File: config.mk
export PLATFORM = sky130hd
export DESIGN_NAME = load_store_unit
export DESIGN_NICKNAME = d
export VERILOG_FILES = /design/src/rtl/load_store_unit.sv
export SDC_FILE = /design/constraint.sdc
export NUM_CORES = 1
export LEC_CHECK = 0
export ABC_AREA = 1
export BUFFER_PORTS_ARGS = -buffer_cell sky130_fd_sc_hd__buf_2
export CAP_MARGIN = 20
export CORE_MARGIN = 5
export CORE_UTILIZATION = 45
export CTS_BUF_LIST = sky130_fd_sc_hd__clkbuf_4 sky130_fd_sc_hd__clkbuf_8
export DETAILED_ROUTE_END_ITERATION = 6
export HOLD_SLACK_MARGIN = 0.02
export PLACE_DENSITY = 0.74
export SLEW_MARGIN = 10
export SYNTH_ARGS = -nofsm -noshare
export SYNTH_HDL_FRONTEND = slang
export SYNTH_SLANG_ARGS = --single-unit
File: constraint.sdc
create_clock -name clk -period 4 [get_ports clk]
set_clock_uncertainty 0.05 [all_clocks]
set_input_delay 0.2 -clock clk [delete_from_list [all_inputs] [get_ports clk]]
set_output_delay 0.2 -clock clk [all_outputs]
set_load 0.05 [all_outputs]
File: src/rtl/load_store_unit.sv
// load_store_unit -- MEM-stage initiator for a word-organised, byte-enabled
// data memory with a req/ack handshake and wait states.
//
// Ports
//   clk, reset         rising-edge clock, synchronous active-high reset
//   MemRead, MemWrite  load / store request (MemRead wins if both set)
//   Funct3             access size and sign (instr[14:12])
//   a                  byte address
//   wd                 store data
//   rd                 formatted load data, valid in DONE, held until the
//                      next load completes (zeroed on an error)
//   stall              holds the pipeline while an access is pending
//   lsu_err            one-cycle pulse in DONE on timeout or misalign
//   mem_req .. mem_wdata  registered memory request fields
//   mem_ack, mem_rdata memory completion and read word (same cycle)
//   dbg_state          current FSM state, for observation only
//
// Handshake: mem_req rises on the edge that leaves IDLE and stays high until
// the edge that samples mem_ack=1 (or the wait budget runs out). mem_addr,
// mem_we, mem_be and mem_wdata are stable for the whole time mem_req is high.
//
// Optional feature: define LSU_MISALIGN_TRAP_EN to trap misaligned halfword
// and word accesses (no memory request, lsu_err pulse, rd=0). Without it the
// ignored low address bits are treated as zero.

module load_store_unit #(
  parameter int DM_ADDRESS = 9,
  parameter int DATA_W     = 32,
  parameter int MAX_WAIT   = 15
) (
  input  logic                  clk,
  input  logic                  reset,
  input  logic                  MemRead,
  input  logic                  MemWrite,
  input  logic [2:0]            Funct3,
  input  logic [DM_ADDRESS-1:0] a,
  input  logic [DATA_W-1:0]     wd,
  output logic [DATA_W-1:0]     rd,
  output logic                  stall,
  output logic                  lsu_err,
  output logic                  mem_req,
  output logic                  mem_we,
  output logic [DM_ADDRESS-1:0] mem_addr,
  output logic [3:0]            mem_be,
  output logic [DATA_W-1:0]     mem_wdata,
  input  logic                  mem_ack,
  input  logic [DATA_W-1:0]     mem_rdata,
  output logic [1:0]            dbg_state
);

  localparam logic [1:0] S_IDLE   = 2'd0;
  localparam logic [1:0] S_ACCESS = 2'd1;
  localparam logic [1:0] S_DONE   = 2'd2;

  localparam int CW = $clog2(MAX_WAIT + 1);

  logic [1:0]        state;
  logic [2:0]        f3_q;
  logic [1:0]        off_q;
  logic              is_load_q;
  logic [CW-1:0]     wait_cnt;

  logic              req_any;
  logic              misalign;
  logic [3:0]        st_be;
  logic [DATA_W-1:0] st_wdata;
  logic [7:0]        ld_byte;
  logic [15:0]       ld_half;
  logic [DATA_W-1:0] ld_data;
  logic              last_wait;

  assign req_any   = MemRead | MemWrite;
  assign dbg_state = state;
  assign last_wait = (wait_cnt == CW'(MAX_WAIT - 1));

  // IDLE requests stall combinationally so the instruction is held on the
  // very cycle it asks; ACCESS keeps stalling; DONE releases the pipeline.
  always_comb begin
    stall = 1'b0;
    case (state)
      S_IDLE:   stall = req_any;
      S_ACCESS: stall = 1'b1;
      default:  stall = 1'b0;
    endcase
  end

  always_comb begin
    misalign = 1'b0;
`ifdef LSU_MISALIGN_TRAP_EN
    if (MemRead) begin
      case (Funct3)
        3'b001, 3'b101: misalign = a[0];
        3'b010:         misalign = |a[1:0];
        default:        misalign = 1'b0;
      endcase
    end else if (MemWrite) begin
      case (Funct3)
        3'b001:  misalign = a[0];
        3'b010:  misalign = |a[1:0];
        default: misalign = 1'b0;
      endcase
    end
`endif
  end

  // Store lanes: narrow data is replicated across the word so the memory
  // only needs the byte enables to pick the right lane.
  always_comb begin
    st_be    = 4'b1111;
    st_wdata = wd;
    case (Funct3)
      3'b000: begin
        st_be    = 4'b0001 << a[1:0];
        st_wdata = {4{wd[7:0]}};
      end
      3'b001: begin
        st_be    = a[1] ? 4'b1100 : 4'b0011;
        st_wdata = {2{wd[15:0]}};
      end
      default: begin
        st_be    = 4'b1111;
        st_wdata = wd;
      end
    endcase
  end

  // Load alignment uses the offset captured at request time, since the
  // pipeline may already be presenting a different address by the ack.
  always_comb begin
    ld_byte = mem_rdata[7:0];
    case (off_q)
      2'd0:    ld_byte = mem_rdata[7:0];
      2'd1:    ld_byte = mem_rdata[15:8];
      2'd2:    ld_byte = mem_rdata[23:16];
      default: ld_byte = mem_rdata[31:24];
    endcase
    ld_half = off_q[1] ? mem_rdata[31:16] : mem_rdata[15:0];
    case (f3_q)
      3'b000:  ld_data = {{(DATA_W-8){ld_byte[7]}}, ld_byte};
      3'b001:  ld_data = {{(DATA_W-16){ld_half[15]}}, ld_half};
      3'b100:  ld_data = {{(DATA_W-8){1'b0}}, ld_byte};
      3'b101:  ld_data = {{(DATA_W-16){1'b0}}, ld_half};
      default: ld_data = mem_rdata;
    endcase
  end

  always_ff @(posedge clk) begin
    if (reset) begin
      state     <= S_IDLE;
      f3_q      <= 3'b000;
      off_q     <= 2'b00;
      is_load_q <= 1'b0;
      wait_cnt  <= '0;
      rd        <= '0;
      lsu_err   <= 1'b0;
      mem_req   <= 1'b0;
      mem_we    <= 1'b0;
      mem_addr  <= '0;
      mem_be    <= 4'b0000;
      mem_wdata <= '0;
    end else begin
      case (state)
        S_IDLE: begin
          if (req_any) begin
            f3_q      <= Funct3;
            off_q     <= a[1:0];
            is_load_q <= MemRead;
            if (misalign) begin
              // Trapped access never reaches the memory.
              state   <= S_DONE;
              lsu_err <= 1'b1;
              rd      <= '0;
            end else begin
              state     <= S_ACCESS;
              mem_req   <= 1'b1;
              mem_we    <= ~MemRead;
              mem_addr  <= {a[DM_ADDRESS-1:2], 2'b00};
              mem_be    <= MemRead ? 4'b0000 : st_be;
              mem_wdata <= st_wdata;
            end
          end
        end
        S_ACCESS: begin
          wait_cnt <= wait_cnt + 1'b1;
          if (mem_ack) begin
            // An ack on the final budgeted cycle still counts as success.
            state   <= S_DONE;
            mem_req <= 1'b0;
            if (is_load_q) rd <= ld_data;
          end else if (last_wait) begin
            state   <= S_DONE;
            mem_req <= 1'b0;
            lsu_err <= 1'b1;
            rd      <= '0;
          end
        end
        S_DONE: begin
          state    <= S_IDLE;
          lsu_err  <= 1'b0;
          wait_cnt <= '0;
        end
        default: state <= S_IDLE;
      endcase
    end
  end

endmodule

==> results of run 1 <==
-- power by group through the flow --
| stage | sequential (uW) | combinational, uW | clock [uW] |
|---|---|---|---|
| after global routing | 1070 | 958 | 823 |
| final | 1060 | 883 | 762 |
| after CTS | 1060 | 884 | 781 |
| after floorplan | 1350 | 399 | 0 |
| after detailed placement | 1080 | 884 | 0 |
| after global placement | 1080 | 865 | 0 |
-- worst min path at each step --
stage,slack [ns],endpoint
floorplan,0.29,mem_wdata[16]
global placement,0.40,mem_addr[4]
detailed placement,0.40,rd[1]
CTS,0.03,mem_addr[4]
global route,0.05,mem_addr[2]
finish,0.04,mem_addr[4]
-- layer usage --
metal | part of all wire, % | vias up | GRT usage, %
li1 | - | 2263 | -
met1 | 42 | 2114 | 27.5
met2 | 46 | 210 | 35.7
met3 | 8.9 | 30 | 5.19
met4 | 3.1 | 0 | 9.74
met5 | 0 | - | 0
-- cell families after synthesis --
| kind of cell | after synthesis | synth area share [%] |
|---|---|---|
| buffers and inverters | 78 | 7.82 |
| adders and majority gates | 5 | 1.45 |
| other | 1 | 0.0868 |
| and+or+nand+nor | 255 | 26.7 |
| DFF | 90 | 41.7 |
| AOI/OAI and AO/OA | 173 | 22.2 |
-- registers in the layout (all words and copies together), names as in the netlist --
name	count
f3_q	3
mem_addr	7
mem_be	4
mem_we	1
mem_wdata	32
off_q	2
is_load_q	1
dbg_state	2
rd	32
wait_cnt	4
mem_req	1
lsu_err	1
-- synthesized netlist by cell type, types with 2 or more instances --
cell type / count / area, um2
clkbuf_1: 23 / 86.3
buf_4: 2 / 15.0
nor2_2: 3 / 18.8
or2_2: 11 / 68.8
a31oi_1: 8 / 50.1
nand2_4: 2 / 22.5
buf_2: 12 / 60.1
nor3_1: 2 / 10.0
dfxtp_1: 90 / 1800
nand3_1: 30 / 150
inv_2: 3 / 11.3
ha_1: 5 / 62.6
nand2_1: 128 / 480
o21ai_0: 65 / 325
inv_1: 34 / 128
a41oi_1: 2 / 17.5
nor2_4: 2 / 22.5
a21oi_1: 71 / 355
nor2_1: 60 / 225
a21oi_2: 11 / 96.3
o21ai_1: 3 / 15.0
o211ai_1: 10 / 75.1
nand3_2: 10 / 100
-- per-stage QoR --
step	utilization, %	worst slack, ns	cell area [um2]
finish	58.0	1.42	5380
global route	58.0	1.18	5380
CTS	58.0	1.44	5380
detailed placement	55.4	1.49	5140
global placement	55.0	1.60	5110
floorplan	-	2.11	4320
-- worst register-to-register path, stage by stage (launching register included) --
cell and delay [ns]:
dfxtp_1 0.35, inv_1 0.09, ha_1 0.19, nand2_2 0.46
inv_2 0.81, nand2_1 0.17, inv_1 0.18, nand2_1 0.07
a21oi_1 0.14
-- layout make-up --
type / count / share of cell area, %
Clock buffer: 9 / 2.30
Clock inverter: 7 / 2.25
Inverter: 39 / 2.79
Multi-Input combinational cell: 435 / 40.5
Sequential cell: 90 / 33.5
Tap cell: 129 / 3.00
Timing Repair Buffer: 164 / 15.7
==> flow_metrics.py, run 1 <==
metrics = {
    "routing": {
        "drt_drc_violations_left": 0,
        "ant_nets": 0,
        "dr_total_vias": 4617,
        "detail_route.vias_per_cell": 5.29,
        "number_of_search_and_repair_iterations_in_the_first_detailed_routing_pass": 4,
        "detail_route.wirelength_um": 13000,
        "wl_per_cell_um": 14.9,
        "starting_drt_drc_count": 263,
    },
    "timing": {
        "rsz_0062_raised_after_global_routing": "no",
        "final-setup-viol-count": 0,
        "timing_max_transition_violations_final": 0,
        "setup_total_negative_slack_ns": 0,
        "final_min_period_over_clock_period_pct": 64.4,
        "finalWorstPathRequiredPeriod_ns": 2.58,
        "hold_viol": 0,
        "measured_slew_at_the_worst_slew_check_pin_ns": 0.808,
        "hold_ws_ns": 0.0426,
        "relative_slew_slack_pct": 46.0,
        "fmax_mhz": 388,
    },
    "synthesis": {
        "post_synth_num_cell_types": 38,
        "yosysWarnings": 0,
        "synth_edf_count": 0,
        "post_synth.cell_area_avg_um2": 7.17,
        "synth_ff_type": "dfxtp_1",
        "synth_seq_cells": 90,
        "ys_seq_area_share_pct": 41.7,
        "mappedNetlistArea_um2": 4320,
        "number_of_instances_in_the_synthesized_netlist": 602,
        "asyncSetResetFlopFracSynth_pct": 0,
    },
    "final_layout": {
        "ff_latch_area_um2": 1800,
        "antennaDiodeCount": 0,
        "multi_input_area_um2": 2180,
        "final-instance-count-excl-fill": 873,
        "layout.cells.most_common": "buf_2",
        "share_of_post_route_cells_with_drive_strength_above_1_pct": 30.5,
        "area_growth_syn_to_layout_pct": 24.7,
        "n_fill_cell": 945,
        "layout.nets": 825,
        "commonest_cells_after_routing_fill_and_taps_aside": "161 x buf_2, 128 x nand2_1, 90 x dfxtp_1",
    },
    "setup_path": {
        "worst-endpoint-arrival_ns": 2.80,
        "path_delay_family": "buffers and inverters",
        "worstRegToRegCells": 8,
        "setup.worst_path.end": "mem_be[3]",
        "cp_slowest_cell": "inv_2",
        "reg2reg_slack_ns": 1.42,
        "crit_type": "flip-flop to flip-flop",
        "path_depth": 8,
        "critical_path.reg2reg.endpoint": "mem_be[3]",
        "r2r-start": "dbg_state[0]",
        "cp_slowest_stage_delay_ns": 0.81,
        "cp-end-kind": "flip-flop",
        "worst_path_bufs_invs": 3,
        "critical_path.startpoint_type": "flip-flop",
        "worst_endpoint_required_time_ns": 4.22,
        "timing.critical_path.from": "dbg_state[0]",
        "worstPathMaxFanout": 51,
        "worstPathCellList": "inv_1, ha_1, nand2_2, inv_2, nand2_1, inv_1, nand2_1, a21oi_1",
    },
    "job": {
        "timing.max_cap.violations": 0,
    },
    "clocking": {
        "cts_made_buffers": 9,
        "holdBufCountCts": 0,
        "htreeDepth": 3,
        "cts_num_sinks": 90,
        "clk_latency_ns": 0.35,
        "clk_pin_slew_ns": 0.09,
        "max-clock-path-buffers": 2,
        "clk_root_buffer_cell": "clkbuf_8",
        "cts.repair.resized": 0,
        "tritoncts_clock_tree": "yes",
        "cts_setup_buffers": 0,
    },
    "floorplanning": {
        "pin_count": 164,
        "chipWidth_um": 108,
        "fp-row-count": 35,
        "initial_cell_density_of_the_core_pct": 46.5,
        "coreArea_um2": 9280,
        "die_area_um2": 11700,
        "die_height_um": 108,
    },
    "pwr": {
        "power.internal_uw": 1640,
        "power.share.sequential_pct": 39.2,
        "total_switching_power_uw": 1070,
        "power.density_cell_area_nw_per_um2": 503,
        "share_clk_of_total_power_pct": 28.2,
        "power.static_leakage_uw": 0.00249,
        "p_total_uw": 2710,
        "p_comb_share_pct": 32.6,
        "power_switching_share_pct": 39.5,
        "worst_ir_drop_vdd_uv": 271,
    },
    "grt": {
        "globalRouteOverflowTotal": 0,
        "grt_util_all_layers_pct": 21.9,
        "grt_antenna_before_repair": 0,
        "grt_pass1_wl_um": 20500,
        "grt_max_degree": 52,
        "grt_pass1_vias": 4325,
    },
    "run_status": {
        "outcome": "completed",
    },
    "worst_hold_path": {
        "holdPathStages": 3,
        "timing.hold.worst.start": "a[4]",
        "min_path_type": "input port to flip-flop",
    },
    "placed_design": {
        "io_buffers": 161,
        "gp_routability_congestion": 0.885,
        "dp_cells": 857,
        "detailedPlacementHpwl_um": 9670,
    },
}
No activity file was read; power rests on OpenSTA's default activity.
==> run 2, diff against run 1 <==
--- a/config.mk
+++ b/config.mk
@@ -13,7 +13,7 @@
 export CTS_BUF_LIST = sky130_fd_sc_hd__clkbuf_4 sky130_fd_sc_hd__clkbuf_8
 export DETAILED_ROUTE_END_ITERATION = 6
 export HOLD_SLACK_MARGIN = 0.02
-export PLACE_DENSITY = 0.74
+export PLACE_DENSITY = 0.77
 export SLEW_MARGIN = 10
 export SYNTH_ARGS = -nofsm -noshare
 export SYNTH_HDL_FRONTEND = slang
==> constraint.sdc (replaced) <==
create_clock -name clk -period 2.3 [get_ports clk]
set_clock_uncertainty 0.05 [all_clocks]
set_input_delay 0.115 -clock clk [delete_from_list [all_inputs] [get_ports clk]]
set_output_delay 0.115 -clock clk [all_outputs]
set_load 0.05 [all_outputs]
==> run 2 against run 1 <==
  * Count of clock-buffer cells in the layout grew 1
  * Die area is the same
  * Wire length grew 12%
  * Sequential power grew 73%
  * Utilization grew 4.4 points
  * Worst hold slack gained 0.0018 ns
  * Global-route usage grew 2.9 points
  * Non-clock buffer count grew 47
  * Combinational power grew 90%
  * Via count grew 5.3%
  * Sequential share of layout area shrank 2.3 points
  * Critical endpoint is now mem_wdata[16]
==> flow_metrics.py, run 2 (same netlist as run 1, synthesis figures left out) <==
metrics = {
    "clocking": {
        "cts_setup_buffers": 0,
        "clk_root_buffer_cell": "clkbuf_8",
        "clk_pin_slew_ns": 0.10,
        "htreeDepth": 3,
        "cts_num_sinks": 90,
        "tritoncts_clock_tree": "yes",
        "clk_latency_ns": 0.35,
        "max-clock-path-buffers": 2,
        "cts_made_buffers": 9,
    },
    "routing": {
        "drt_drc_violations_left": 0,
        "number_of_search_and_repair_iterations_in_the_first_detailed_routing_pass": 5,
        "dr_total_vias": 4863,
        "detail_route.wirelength_um": 14600,
        "ant_nets": 0,
        "wl_per_cell_um": 15.8,
        "starting_drt_drc_count": 328,
        "detail_route.vias_per_cell": 5.29,
    },
    "setup_path": {
        "worst_path_bufs_invs": 4,
        "cp_slowest_stage_delay_ns": 0.55,
        "cp_slowest_cell": "dlygate4sd3_1",
        "worstPathCellList": "inv_1, ha_1, nand2_2, inv_4, buf_4, o21ai_0, a21oi_1, dlygate4sd3_1",
        "worstPathMaxFanout": 30,
        "critical_path.startpoint_type": "flip-flop",
        "path_delay_family": "buffers and inverters",
        "cp-end-kind": "flip-flop",
        "worst_endpoint_required_time_ns": 2.55,
        "crit_type": "flip-flop to flip-flop",
        "worst-endpoint-arrival_ns": 2.40,
    },
    "timing": {
        "relative_slew_slack_pct": 65.7,
        "hold_viol": 0,
        "layout_setup_ws_ns": 0.150,
        "hold_ws_ns": 0.0443,
        "final-setup-viol-count": 0,
        "setup_total_negative_slack_ns": 0,
        "timing_max_transition_violations_final": 0,
        "rsz_0062_raised_after_global_routing": "no",
        "fmax_mhz": 465,
        "finalWorstPathRequiredPeriod_ns": 2.15,
        "final_min_period_over_clock_period_pct": 93.5,
        "measured_slew_at_the_worst_slew_check_pin_ns": 0.514,
    },
    "pwr": {
        "share_clk_of_total_power_pct": 24.5,
        "worst_ir_drop_vdd_uv": 537,
        "p_comb_share_pct": 36.2,
        "power.static_leakage_uw": 0.00269,
        "power.internal_uw": 2730,
        "total_switching_power_uw": 1920,
        "power.share.sequential_pct": 39.3,
        "power_switching_share_pct": 41.3,
        "power.density_cell_area_nw_per_um2": 804,
    },
    "floorplanning": {
        "fp-row-count": 35,
        "pin_count": 164,
        "chipWidth_um": 108,
        "die_area_um2": 11700,
        "die_height_um": 108,
        "initial_cell_density_of_the_core_pct": 46.5,
        "coreArea_um2": 9280,
    },
    "worst_hold_path": {
        "min_path_type": "input port to flip-flop",
    },
    "grt": {
        "grt_antenna_before_repair": 0,
        "globalRouteOverflowTotal": 0,
        "grt_pass1_wl_um": 23300,
        "grt_util_all_layers_pct": 24.7,
        "grt_pass1_vias": 4839,
        "grt_max_degree": 49,
    },
    "placed_design": {
        "io_buffers": 161,
        "detailedPlacementHpwl_um": 10000,
        "gp_routability_congestion": 0.955,
        "place_worst_setup_slack_ns": 0.490,
    },
    "final_layout": {
        "largest_registers": "mem_wdata: 32 flops, rd: 32 flops, mem_addr: 7 flops",
        "n_fill_cell": 861,
        "commonest_cells_after_routing_fill_and_taps_aside": "161 x buf_2, 128 x nand2_1, 90 x dfxtp_1",
        "layout.nets": 872,
        "layout.cells.most_common": "buf_2",
        "share_of_post_route_cells_with_drive_strength_above_1_pct": 29.5,
        "area_growth_syn_to_layout_pct": 34.1,
        "antennaDiodeCount": 0,
    },
    "job": {
        "timing.max_cap.violations": 0,
    },
    "run_status": {
        "outcome": "completed",
    },
}
[run 2: cell count changes in the layout (fill, tap and decap cells not counted), sizes merged]
| cell | delta |
|---|---|
| dlygate4sd3 | +41 |
| clkinvlp | +1 |
| buf | +6 |
| clkbuf | +1 |
| bufinv | -2 |
[run 2: worst reg2reg max path: cells and delay by family (launching register included)]
kind | cells | cell delay, ns
buffers and inverters | 4 | 1.14
DFF | 1 | 0.35
AOI/OAI and AO/OA | 2 | 0.27
adders and majority gates | 1 | 0.19
and+or+nand+nor | 1 | 0.09
[run 2: final timing paths]
path / to / cells past startpoint / slack (ns) / startpoint
setup / recovery: mem_wdata[16] / 8 / 0.15 / dbg_state[0]
hold / removal: off_q[0] / 3 / 0.04 / a[0]
setup reg to reg: mem_wdata[16] / 8 / 0.15 / dbg_state[0]
hold reg to reg: mem_be[1] / 2 / 0.42 / mem_be[1]
[run 2: power by group through the flow]
stage | Clock [uW] | Combinational, uW | Sequential [uW]
final | 1140 | 1680 | 1830
after global routing | 1230 | 1810 | 1850
after CTS | 1150 | 1660 | 1830
after detailed placement | 0 | 1580 | 1860
after global placement | 0 | 1560 | 1860
after floorplan | 0 | 694 | 2350
[run 2: layout make-up]
cell class / count / area (um2) / area share [%]
sequential: 90 / 1800 / 31.1
clock inverter: 6 / 72.6 / 1.25
clock buffer: 10 / 131 / 2.27
inverter: 39 / 153 / 2.64
tap: 129 / 161 / 2.79
multi-input combinational: 435 / 2180 / 37.7
timing repair buffer: 211 / 1290 / 22.2
[run 2: what timing repair did]
item / in CTS / in global routing
hold buffers: 41 / 0
gates resized for setup: 0 / 3
setup endpoints to repair: 0 / 7
hold endpoints to repair: 32 / 0
[run 2: metrics by stage]
step	instance area, um2	total power (uW)	std cells	utilization, %
global route	5790	4890	920	62.4
detailed placement	5170	3440	863	55.7
finish	5790	4660	920	62.4
CTS	5780	4640	920	62.3
global placement	5170	3410	863	55.7
floorplan	4320	3040	603	-
[run 2: layer usage]
metal  wire [um]  vias up  global-route usage, %
met1        5930     2250                   29.2
met5           0        -                      0
met2        7050      232                   43.9
met4         320        0                   8.75
li1            -     2352                      -
met3        1260       29                   5.73
==> run 3, diff against run 2 <==
--- a/config.mk
+++ b/config.mk
@@ -5,7 +5,7 @@
 export SDC_FILE = /design/constraint.sdc
 export NUM_CORES = 1
 export LEC_CHECK = 0
-export ABC_AREA = 1
+export ABC_AREA = 0
 export BUFFER_PORTS_ARGS = -buffer_cell sky130_fd_sc_hd__buf_2
 export CAP_MARGIN = 20
 export CORE_MARGIN = 5
@@ -13,7 +13,7 @@
 export CTS_BUF_LIST = sky130_fd_sc_hd__clkbuf_4 sky130_fd_sc_hd__clkbuf_8
 export DETAILED_ROUTE_END_ITERATION = 6
 export HOLD_SLACK_MARGIN = 0.02
-export PLACE_DENSITY = 0.77
+export PLACE_DENSITY = 0.78
 export SLEW_MARGIN = 10
 export SYNTH_ARGS = -nofsm -noshare
 export SYNTH_HDL_FRONTEND = slang
==> run 3 against run 2 <==
  * Die area is 2.6% lower
  * Final cell count decreased by 8.9%
  * Utilization is 2.0 points higher
  * Largest cell class unchanged
  * Sequential power is essentially flat
==> flow_metrics.py, run 3 <==
metrics = {
    "run_status": {
        "outcome": "completed",
    },
    "routing": {
        "number_of_search_and_repair_iterations_in_the_first_detailed_routing_pass": 4,
        "drt_drc_violations_left": 0,
        "ant_nets": 0,
        "detail_route.vias_per_cell": 5.48,
        "detail_route.wirelength_um": 13800,
        "dr_total_vias": 4596,
        "starting_drt_drc_count": 185,
        "wl_per_cell_um": 16.5,
    },
    "pwr": {
        "power.static_leakage_uw": 0.00264,
        "p_total_uw": 4660,
        "worst_ir_drop_vdd_uv": 486,
        "power.density_cell_area_nw_per_um2": 791,
    },
    "setup_path": {
        "worst_path_bufs_invs": 3,
        "worst_endpoint_required_time_ns": 2.55,
        "worstPathMaxFanout": 30,
        "crit_type": "flip-flop to flip-flop",
        "cp-end-kind": "flip-flop",
        "worst-endpoint-arrival_ns": 2.35,
        "critical_path.startpoint_type": "flip-flop",
        "cp_slowest_cell": "dlygate4sd3_1",
        "worstPathCellList": "inv_1, ha_1, nor2b_4, buf_12, nor2_1, a311oi_1, dlygate4sd3_1",
        "path_delay_family": "buffers and inverters",
        "cp_slowest_stage_delay_ns": 0.60,
    },
    "clocking": {
        "clk_root_buffer_cell": "clkbuf_8",
        "clk_latency_ns": 0.35,
        "tritoncts_clock_tree": "yes",
        "htreeDepth": 3,
        "cts_num_sinks": 90,
        "max-clock-path-buffers": 2,
        "clk_pin_slew_ns": 0.10,
        "cts_made_buffers": 9,
    },
    "synthesis": {
        "post_synth_num_cell_types": 45,
        "ys_seq_area_share_pct": 43.0,
        "post-synth-top-area-fraction_pct": 43.0,
        "post_synth_top_area_cell": "dfxtp_1",
        "mappedNetlistArea_um2": 4190,
        "synth_ff_type": "dfxtp_1",
        "asyncSetResetFlopFracSynth_pct": 0,
        "count_leader_synth": "nand2_1",
        "synth_top_cells_by_count": "99 x nand2_1, 90 x dfxtp_1, 60 x o21ai_0, 53 x nor2_1, 49 x a21oi_1",
        "synth_area_leaders": "dfxtp_1 43%, nand2_1 8.9%, o21ai_0 7.2%, a21oi_1 5.8%, mux2i_1 5.5%",
        "yosysWarnings": 0,
        "post_synth.cell_area_avg_um2": 8.00,
        "number_of_instances_in_the_synthesized_netlist": 524,
        "synth_seq_cells": 90,
        "synth_edf_count": 0,
    },
    "final_layout": {
        "layout.cells.most_common": "buf_2",
        "layout.nets": 808,
        "ff_latch_area_um2": 1800,
        "n_fill_cell": 759,
        "area_growth_syn_to_layout_pct": 40.6,
        "share_of_post_route_cells_with_drive_strength_above_1_pct": 27.9,
        "largest_registers": "mem_wdata: 32 flops, rd: 32 flops, mem_addr: 7 flops",
        "multi_input_area_um2": 2230,
        "antennaDiodeCount": 0,
        "commonest_cells_after_routing_fill_and_taps_aside": "161 x buf_2, 99 x nand2_1, 90 x dfxtp_1",
    },
    "placed_design": {
        "detailedPlacementHpwl_um": 9190,
        "gp_routability_congestion": 0.893,
        "io_buffers": 161,
        "place_worst_setup_slack_ns": -0.0136,
    },
    "floorplanning": {
        "coreArea_um2": 9150,
        "chipWidth_um": 107,
        "pin_count": 164,
        "fp-row-count": 35,
        "die_area_um2": 11300,
        "die_height_um": 107,
        "initial_cell_density_of_the_core_pct": 45.8,
    },
    "grt": {
        "grt_max_degree": 63,
        "grt_pass1_vias": 4562,
        "globalRouteOverflowTotal": 0,
        "grt_util_all_layers_pct": 23.5,
        "grt_antenna_before_repair": 0,
        "grt_pass1_wl_um": 21600,
    },
    "timing": {
        "finalWorstPathRequiredPeriod_ns": 2.10,
        "relative_slew_slack_pct": 54.1,
        "fmax_mhz": 475,
        "hold_viol": 0,
        "layout_setup_ws_ns": 0.196,
        "timing_max_transition_violations_final": 0,
        "final_min_period_over_clock_period_pct": 91.5,
        "final-setup-viol-count": 0,
        "rsz_0062_raised_after_global_routing": "no",
        "measured_slew_at_the_worst_slew_check_pin_ns": 0.689,
    },
    "worst_hold_path": {
        "min_path_type": "input port to flip-flop",
    },
    "job": {
        "timing.max_cap.violations": 0,
    },
}
## run 3: repair_timing
| action | in CTS | in global routing |
|---|---|---|
| gates resized for setup | 1 | 0 |
| endpoints found under the hold margin | 49 | 0 |
| gates cloned | 0 | 1 |
| buffers inserted | 0 | 1 |
| hold buffers | 52 | 0 |
| setup endpoints to repair | 4 | 3 |
## run 3: layout make-up
| type | instances | share of cell area (%) |
|---|---|---|
| Multi-Input combinational cell | 387 | 37.8 |
| Sequential cell | 90 | 30.6 |
| Timing Repair Buffer | 225 | 24.5 |
| Tap cell | 111 | 2.36 |
| Clock buffer | 9 | 2.10 |
| Clock inverter | 7 | 2.10 |
| Inverter | 9 | 0.573 |
## run 3: path summary, 6_finish.rpt
path	to	slack, ns	cells after the start	from
min reg2reg	rd[29]	0.41	2	rd[29]
min	rd[2]	0.04	3	mem_rdata[2]
max	mem_wdata[19]	0.20	7	dbg_state[0]
max reg2reg	mem_wdata[19]	0.20	7	dbg_state[0]
## run 3: report_power, final
group	internal (uW)	switching [uW]	total, uW
registers	1700	99.9	1800
logic	492	1030	1520
clock network	734	606	1340
## run 3: per-stage QoR
stage	TNS, ns	instance area [um2]	hold slack, ns	utilization [%]	cells
finish	0	5890	0.0383	64.4	838
CTS	0	5860	0.0245	64.0	836
global placement	0	5090	0.307	55.6	768
floorplan	0	4200	0.201	-	525
global route	0	5890	0.0354	64.4	838
detailed placement	-0.0204	5090	0.314	55.6	768
## run 3: metal layers
| layer | vias to the layer above | share of wire [%] | wire, um | global-route usage (%) |
|---|---|---|---|---|
| met5 | - | 0 | 0 | 0 |
| met4 | 0 | 2.5 | 352 | 9.86 |
| met3 | 28 | 8.4 | 1160 | 6.25 |
| met2 | 216 | 50 | 6950 | 42.0 |
| met1 | 2130 | 39 | 5380 | 26.4 |
| li1 | 2222 | - | - | - |
## run 3: worst register-to-register path, delay by kind of cell (launching register included)
family          cells  cell delay, ns
flops               1            0.34
buf+inv             3            0.88
compound gates      1            0.25
simple gates        2            0.27
fa+ha+maj           1            0.26
## run 3: cells by family after synthesis
logic type,share of synthesized area (%)
other,0.0894
multiplexers,6.83
buffers and inverters,4.74
adder cells (fa/ha/maj),1.49
flip-flops,43.0
AO/OA/AOI/OAI,24.1
AND/OR/NAND/NOR,19.7
